## config.mk

```make
export PLATFORM = sky130hd
export DESIGN_NAME = mem_stage
export DESIGN_NICKNAME = d
export VERILOG_FILES = /design/src/rtl/mem_pkg.sv /design/src/rtl/mem_stage_load_align.sv /design/src/rtl/mem_stage.sv
export SDC_FILE = /design/constraint.sdc
export NUM_CORES = 1
export LEC_CHECK = 0
export CAP_MARGIN = 10
export CORE_AREA = 2 2 116 118
export CTS_CLUSTER_DIAMETER = 80
export DETAILED_ROUTE_END_ITERATION = 10
export DIE_AREA = 0 0 118 120
export GPL_TIMING_DRIVEN = 1
export PLACE_DENSITY = 0.77
export SETUP_SLACK_MARGIN = 0.3
export SYNTH_ARGS = -nofsm -noshare
export SYNTH_HDL_FRONTEND = slang
export SYNTH_SLANG_ARGS = --single-unit
```

## constraint.sdc

```tcl
create_clock -name clk -period 1.8 [get_ports clk]
set_input_delay 0.18 -clock clk [delete_from_list [all_inputs] [get_ports clk]]
set_output_delay 0.18 -clock clk [all_outputs]
set_load 0.1 [all_outputs]
```

## src/rtl/mem_pkg.sv

```systemverilog
// Shared definitions for the memory stage: FSM states, fn3 access codes and
// the legality / store-lane helpers used when an access is accepted.
package mem_pkg;

    typedef enum logic [1:0] {
        IDLE = 2'd0,
        REQ  = 2'd1,
        WAIT = 2'd2,
        DONE = 2'd3
    } mem_state_e;

    localparam logic [2:0] FN3_B  = 3'b000;
    localparam logic [2:0] FN3_H  = 3'b001;
    localparam logic [2:0] FN3_W  = 3'b010;
    localparam logic [2:0] FN3_BU = 3'b100;
    localparam logic [2:0] FN3_HU = 3'b101;

    // An access is legal when the width code exists, the address is naturally
    // aligned for that width, and it is not a store using an unsigned code.
    function automatic logic access_legal(
        input logic       rd,
        input logic       wr,
        input logic [2:0] code,
        input logic [1:0] off
    );
        logic ok;
        ok = 1'b1;
        case (code)
            FN3_B, FN3_BU: ok = 1'b1;
            FN3_H, FN3_HU: ok = ~off[0];
            FN3_W:         ok = (off == 2'b00);
            default:       ok = 1'b0;
        endcase
        if (rd && wr) begin
            ok = 1'b0;
        end
        if (wr && code[2]) begin
            ok = 1'b0;
        end
        return ok;
    endfunction

    function automatic logic [3:0] lane_be(
        input logic [2:0] code,
        input logic [1:0] off
    );
        logic [3:0] be;
        case (code[1:0])
            2'b00:   be = 4'b0001 << off;
            2'b01:   be = off[1] ? 4'b1100 : 4'b0011;
            default: be = 4'b1111;
        endcase
        return be;
    endfunction

    // Store data is replicated across every lane so the byte enables alone
    // pick the bytes that land in memory.
    function automatic logic [31:0] lane_wdata(
        input logic [2:0]  code,
        input logic [31:0] data
    );
        logic [31:0] wd;
        case (code[1:0])
            2'b00:   wd = {4{data[7:0]}};
            2'b01:   wd = {2{data[15:0]}};
            default: wd = data;
        endcase
        return wd;
    endfunction

endpackage

```

## src/rtl/mem_stage_load_align.sv

```systemverilog
// Picks the addressed byte/halfword out of a read word and extends it
// according to the load width code.
module load_align
    import mem_pkg::*;
(
    input  logic [31:0] rdata,
    input  logic [1:0]  addr,
    input  logic [2:0]  fn3,
    output logic [31:0] result
);

    logic [7:0]  byte_sel;
    logic [15:0] half_sel;

    always_comb begin
        case (addr)
            2'd0:    byte_sel = rdata[7:0];
            2'd1:    byte_sel = rdata[15:8];
            2'd2:    byte_sel = rdata[23:16];
            default: byte_sel = rdata[31:24];
        endcase
        half_sel = addr[1] ? rdata[31:16] : rdata[15:0];

        case (fn3)
            FN3_B:   result = {{24{byte_sel[7]}}, byte_sel};
            FN3_BU:  result = {24'd0, byte_sel};
            FN3_H:   result = {{16{half_sel[15]}}, half_sel};
            FN3_HU:  result = {16'd0, half_sel};
            default: result = rdata;
        endcase
    end

endmodule

```

## src/rtl/mem_stage.sv

```systemverilog
// Load/store unit between execute and a req/gnt/rvalid data memory port.
// One access in flight; all fields are captured in IDLE and held until DONE.
module mem_stage
    import mem_pkg::*;
#(
    parameter int XLEN = 32
) (
    input  logic            clk,
    input  logic            rst,
    input  logic [XLEN-1:0] alu_out,
    input  logic [XLEN-1:0] rs2_data,
    input  logic [2:0]      fn3,
    input  logic            mem_read,
    input  logic            mem_write,
    output logic            dmem_req,
    output logic            dmem_we,
    output logic [XLEN-1:0] dmem_addr,
    output logic [XLEN-1:0] dmem_wdata,
    output logic [3:0]      dmem_be,
    input  logic            dmem_gnt,
    input  logic            dmem_rvalid,
    input  logic [XLEN-1:0] dmem_rdata,
    output logic [XLEN-1:0] load_data,
    output logic            stall,
    output logic            done,
    output logic            access_err
);

    mem_state_e      state_q;
    logic            req_q;
    logic            we_q;
    logic [XLEN-1:0] addr_q;
    logic [XLEN-1:0] wdata_q;
    logic [3:0]      be_q;
    logic [1:0]      off_q;
    logic [2:0]      fn3_q;
    logic [XLEN-1:0] load_data_q;
    logic            done_q;
    logic            err_q;

    logic            access_req;
    logic            access_ok;
    logic [3:0]      be_d;
    logic [XLEN-1:0] wdata_d;
    logic [XLEN-1:0] aligned;

    assign access_req = mem_read | mem_write;
    assign access_ok  = access_legal(mem_read, mem_write, fn3, alu_out[1:0]);

    always_comb begin
        be_d    = lane_be(fn3, alu_out[1:0]);
        wdata_d = mem_write ? lane_wdata(fn3, rs2_data) : '0;
    end

    // Legality is only judged in IDLE; once accepted, the access keeps the
    // core held regardless of what the inputs do.
    always_comb begin
        stall = 1'b0;
        case (state_q)
            IDLE:      stall = access_req & access_ok;
            REQ, WAIT: stall = access_req;
            default:   stall = 1'b0;
        endcase
    end

    load_align u_load_align (
        .rdata  (dmem_rdata),
        .addr   (off_q),
        .fn3    (fn3_q),
        .result (aligned)
    );

    always_ff @(posedge clk) begin
        if (rst) begin
            state_q     <= IDLE;
            req_q       <= 1'b0;
            we_q        <= 1'b0;
            addr_q      <= '0;
            wdata_q     <= '0;
            be_q        <= 4'b0000;
            off_q       <= 2'b00;
            fn3_q       <= FN3_W;
            load_data_q <= '0;
            done_q      <= 1'b0;
            err_q       <= 1'b0;
        end else begin
            done_q <= 1'b0;
            err_q  <= 1'b0;
            case (state_q)
                IDLE: begin
                    if (access_req) begin
                        if (access_ok) begin
                            state_q <= REQ;
                            req_q   <= 1'b1;
                            we_q    <= mem_write;
                            addr_q  <= {alu_out[XLEN-1:2], 2'b00};
                            off_q   <= alu_out[1:0];
                            fn3_q   <= fn3;
                            be_q    <= be_d;
                            wdata_q <= wdata_d;
                        end else begin
                            err_q <= 1'b1;
                        end
                    end
                end
                REQ: begin
                    if (dmem_gnt) begin
                        req_q <= 1'b0;
                        we_q  <= 1'b0;
                        if (we_q) begin
                            state_q <= DONE;
                            done_q  <= 1'b1;
                        end else begin
                            state_q <= WAIT;
                        end
                    end
                end
                WAIT: begin
                    if (dmem_rvalid) begin
                        load_data_q <= aligned;
                        state_q     <= DONE;
                        done_q      <= 1'b1;
                    end
                end
                default: begin
                    state_q <= IDLE;
                end
            endcase
        end
    end

    assign dmem_req   = req_q;
    assign dmem_we    = we_q;
    assign dmem_addr  = addr_q;
    assign dmem_wdata = wdata_q;
    assign dmem_be    = be_q;
    assign load_data  = load_data_q;
    assign done       = done_q;
    assign access_err = err_q;

endmodule

```

==> results.md <==
Placement:
- The count of buffers added on input and output ports is 207.
- The congestion estimate from routability-driven global placement came to 0.886.
- The number of instances in the placed design is 976.
- The placement-stage worst setup slack is -0.298 ns.
- After legalization and detailed placement, the total HPWL measured approximately 12 mm.

Yosys:
- After synthesis, the cell types taking the most area are dfxtp_1 44%, nand2_1 10%, a21oi_1 8.0%.
- Summing the sequential cell areas from Yosys gives 43.9% of the chip area.
- The count of unique library cells instantiated by Yosys is 41.
- The dominant cell type by area after synthesis is dfxtp_1.
- The most used flip-flop cell after synthesis is dfxtp_1.
- Summed over its instances, the top area cell type makes up 43.9% of the synthesized netlist area.
- The number of synthesized flops with an enable pin is 0.
- Synthesis inferred 109 register bits.
- The average cell area after synthesis is 8.22 um2.
- The synthesized cell area is 4970 um2.
- Of all flip-flops after synthesis, the portion carrying an async set or reset was 0%.
- Synthesis produced 604 cells.
- Yosys printed 0 warnings.

Clock tree:
- The number of buffers between clock root and the deepest sink is 2.
- Clock tree synthesis selected as its root buffer the cell clkbuf_16.
- Clock-pin slew was measured on the worst setup and hold paths at around 0.07 ns.
- The CTS tree is yes.
- Counting every sink on the clock net gives 109.
- The number of clock buffers inserted by TritonCTS is 9.
- The H-tree was split into 3 levels.
- The clock insertion delay at the later pin of the skew report is around 0.35 ns.
- Buffers inserted to repair hold after CTS numbered 0.

Drt:
- The antenna violation net count after detailed routing is 0.
- Summing over every cut layer, the via total after detailed routing is approximately 5,400.
- In this run, the number of DRC markers left after iteration 0 of detailed routing was 375.
- The first-pass iteration count of the detailed router is 5.
- The routed design has 17.8 mm of wire.
- After detailed routing, the number of vias per cell comes to 5.33.
- The routed length per instance is 17.4 um.
- The post-route DRC violation count is 0.

STA:
- The max-slew violation count is 0.
- Clock skew on the completed layout was measured at about 0.0065 ns.
- After routing, the total negative slack on setup checks comes to 0 ns.
- Setup repair after global routing could not meet its margin everywhere.
- Measured against its own limit, the worst slew margin works out to between 60% and 70%.
- Across all hold checks on the routed design, the worst slack comes to 0.264 ns.
- The number of failing hold endpoints at the final stage is 0.
- In the finished design, the share of the clock period the worst path needs comes to 98.8%.
- For this run, the top clock speed supported by timing is roughly 0.56 GHz.
- The actual transition at the worst max-transition pin is ~0.5 ns.
- The final worst slack is 0.0209 ns.
- Counting I/O delays and the setup requirement, the final critical path takes 1.78 ns.
- The final setup violation count is 0.

Floorplanning:
- The floorplan row count is 42.
- The floorplan step set the die height to between 100 and 150 um.
- The core region is roughly 13,000 um2.
- 210 I/O pins were placed.
- From left edge to right edge, the die measures 118 um.
- The floorplan step defined a die boundary enclosing between 10,000 and 15,000 um2.
- The starting density of the core is around two fifths.

Global routing:
- The via count of the first global-routing pass is approximately 5,100.
- The number of antenna violations at the first check in global routing came to 0.
- The first global-routing pass estimated 25.7 mm of wire.
- Entering global routing, the biggest net connects 48 pins.
- The total overflow left after global routing is 0.
- The total track usage is between 20 and 25%.

Flow run:
- Max-cap violations in this run came to 0.

Critical path:
- The largest individual stage delay along the critical path comes from the cell mux4_2.
- The endpoint of the worst-slack reg-to-reg timing path is load_data[8].
- For this run, the slowest stage of the critical path takes 0.51 ns.
- The most critical setup path has its startpoint at off_q[1].
- STA classifies the critical path startpoint as a register.
- In this design, the largest share of critical-path delay is due to multiplexers.
- The reg-to-reg setup timing slack is between 0.02 and 0.025 ns.
- The maximum fanout along the worst path is 7.
- The worst register-to-register path begins at off_q[1].
- The signal on the critical path passes through mux4_2 -> nor4b_4 -> buf_4 -> a211oi_2 -> buf_4 -> a211oi_2.
- STA classifies the critical path endpoint as a register.
- Data on the critical path is required at its endpoint by slightly above 2 ns.
- Counting both buffers and inverters, the worst setup path holds a total of 2.
- The worst setup path is of the reg2reg kind.
- The cell count of the worst reg-to-reg path is 6.
- At the worst endpoint, the arrival time is approximately 2 ns.

Finish:
- The share of final-layout standard cells stronger than drive strength 1 is 36.1%.
- The fill cell total of the finished layout is around 1,100.
- In the layout the commonest cells are 142 x buf_4, 135 x nand2_1, 105 x dfxtp_1.
- After the last flow step, the layout net total stands at around 950.
- The count of cells in the finished layout, fillers not included, comes to 1,019.
- The post-synthesis to final-layout area growth is 68.5%.
- Leaving out fill and tap cells, the most frequent cell in the layout is buf_4.
- Cells fill roughly 64% of the core in the end.
- The repair_antennas step left the layout with diodes totalling 0.

Min path:
- The worst hold path was traced through 4 stages.
- The worst hold path endpoint is off_q[1].
- In this run the worst hold path is classified as in2reg.
- The startpoint identified for the worst hold timing path is alu_out[1].

Run status:
- The flow ran to the end, and the final reports show no timing, DRC or antenna violations.

Pwr:
- The power density over the cells is ~1000 nW/um2.
- The worst-case IR drop observed on VDD is 0.561 mV.
- The static power due to leakage is about 3.2 nW.
## timing repair
item	CTS	global route
setup buffers	5	11
gates cloned	1	10
setup endpoints to repair	104	89
hold endpoints to repair	0	0
pin swaps	7	47
gates resized for setup	21	99
## cell usage after synthesis, types with 4 or more instances
library cell  count
nand2_1         135
dfxtp_1         109
a21oi_1          79
clkbuf_1         32
nor2_1           29
a211oi_1         28
mux2_2           24
nand3_1          23
o21ai_0          21
inv_1            17
buf_2            12
nand2b_1         12
mux2i_1          11
a211o_1          10
nand3b_1          9
buf_4             8
nor3_1            8
o221ai_1          7
nor2b_1           5
ha_1              4
## how the worst max path moves through the flow
stage,endpoint,cells after the start
CTS,load_data[12],6
global route,load_data[12],6
detailed placement,state_q[0],5
global placement,load_data[15],6
floorplan,stall,7
finish,load_data[8],6
## worst min-delay path: cells and delay by family
| family | cells | cell delay [ns] |
|---|---|---|
| buf+inv | 2 | 0.28 |
| simple gates | 1 | 0.06 |
| compound gates | 1 | 0.05 |
## cell type report
class	instances	area, um2	share of cell area [%]
inverter	17	68.8	0.822
sequential	109	2190	26.2
tap	176	220	2.63
timing repair buffer	275	2650	31.7
multi-input combinational	426	2960	35.4
clock buffer	13	250	2.99
clock inverter	3	21.3	0.254
## cells by family after synthesis
logic type	synth area share (%)
simple gates	20.9
compound gates	19.6
flops	43.9
buf+inv	6.20
mux	8.34
fa+ha+maj	1.01
other cells	0.0755
## sequential cells by signal, summed over array words and instances, names as in the netlist
name        cells
dmem_wdata     32
load_data      32
dmem_addr      30
dmem_be         4
fn3_q           3
off_q           2
state_q         2
access_err      1
dmem_req        1
dmem_we         1
done            1
## power by group
group	internal (mW)	switching, mW
Combinational	1.35	2.46
Sequential	2.62	0.141
Clock	0.980	0.882
Total	4.95	3.48
## metrics by stage
| stage | cell area (um2) | total power, mW |
|---|---|---|
| 2_1_floorplan | 5080 | 5.10 |
| 3_3_place_gp | 7260 | 5.98 |
| 3_5_place_dp | 7260 | 6.04 |
| 4_1_cts | 7650 | 7.97 |
| 5_1_grt | 8370 | 8.74 |
| 6_report | 8370 | 8.44 |
## per-layer routing
layer | routed length (um) | global-route usage, % | part of all wire, %
met4 | 441 | 8.89 | 2.5
met3 | 1580 | 7.27 | 8.9
met5 | 0 | 0 | 0
met2 | 9000 | 38.5 | 51
met1 | 6750 | 26.0 | 38
Note: power is estimated with default switching activity, not from simulation.
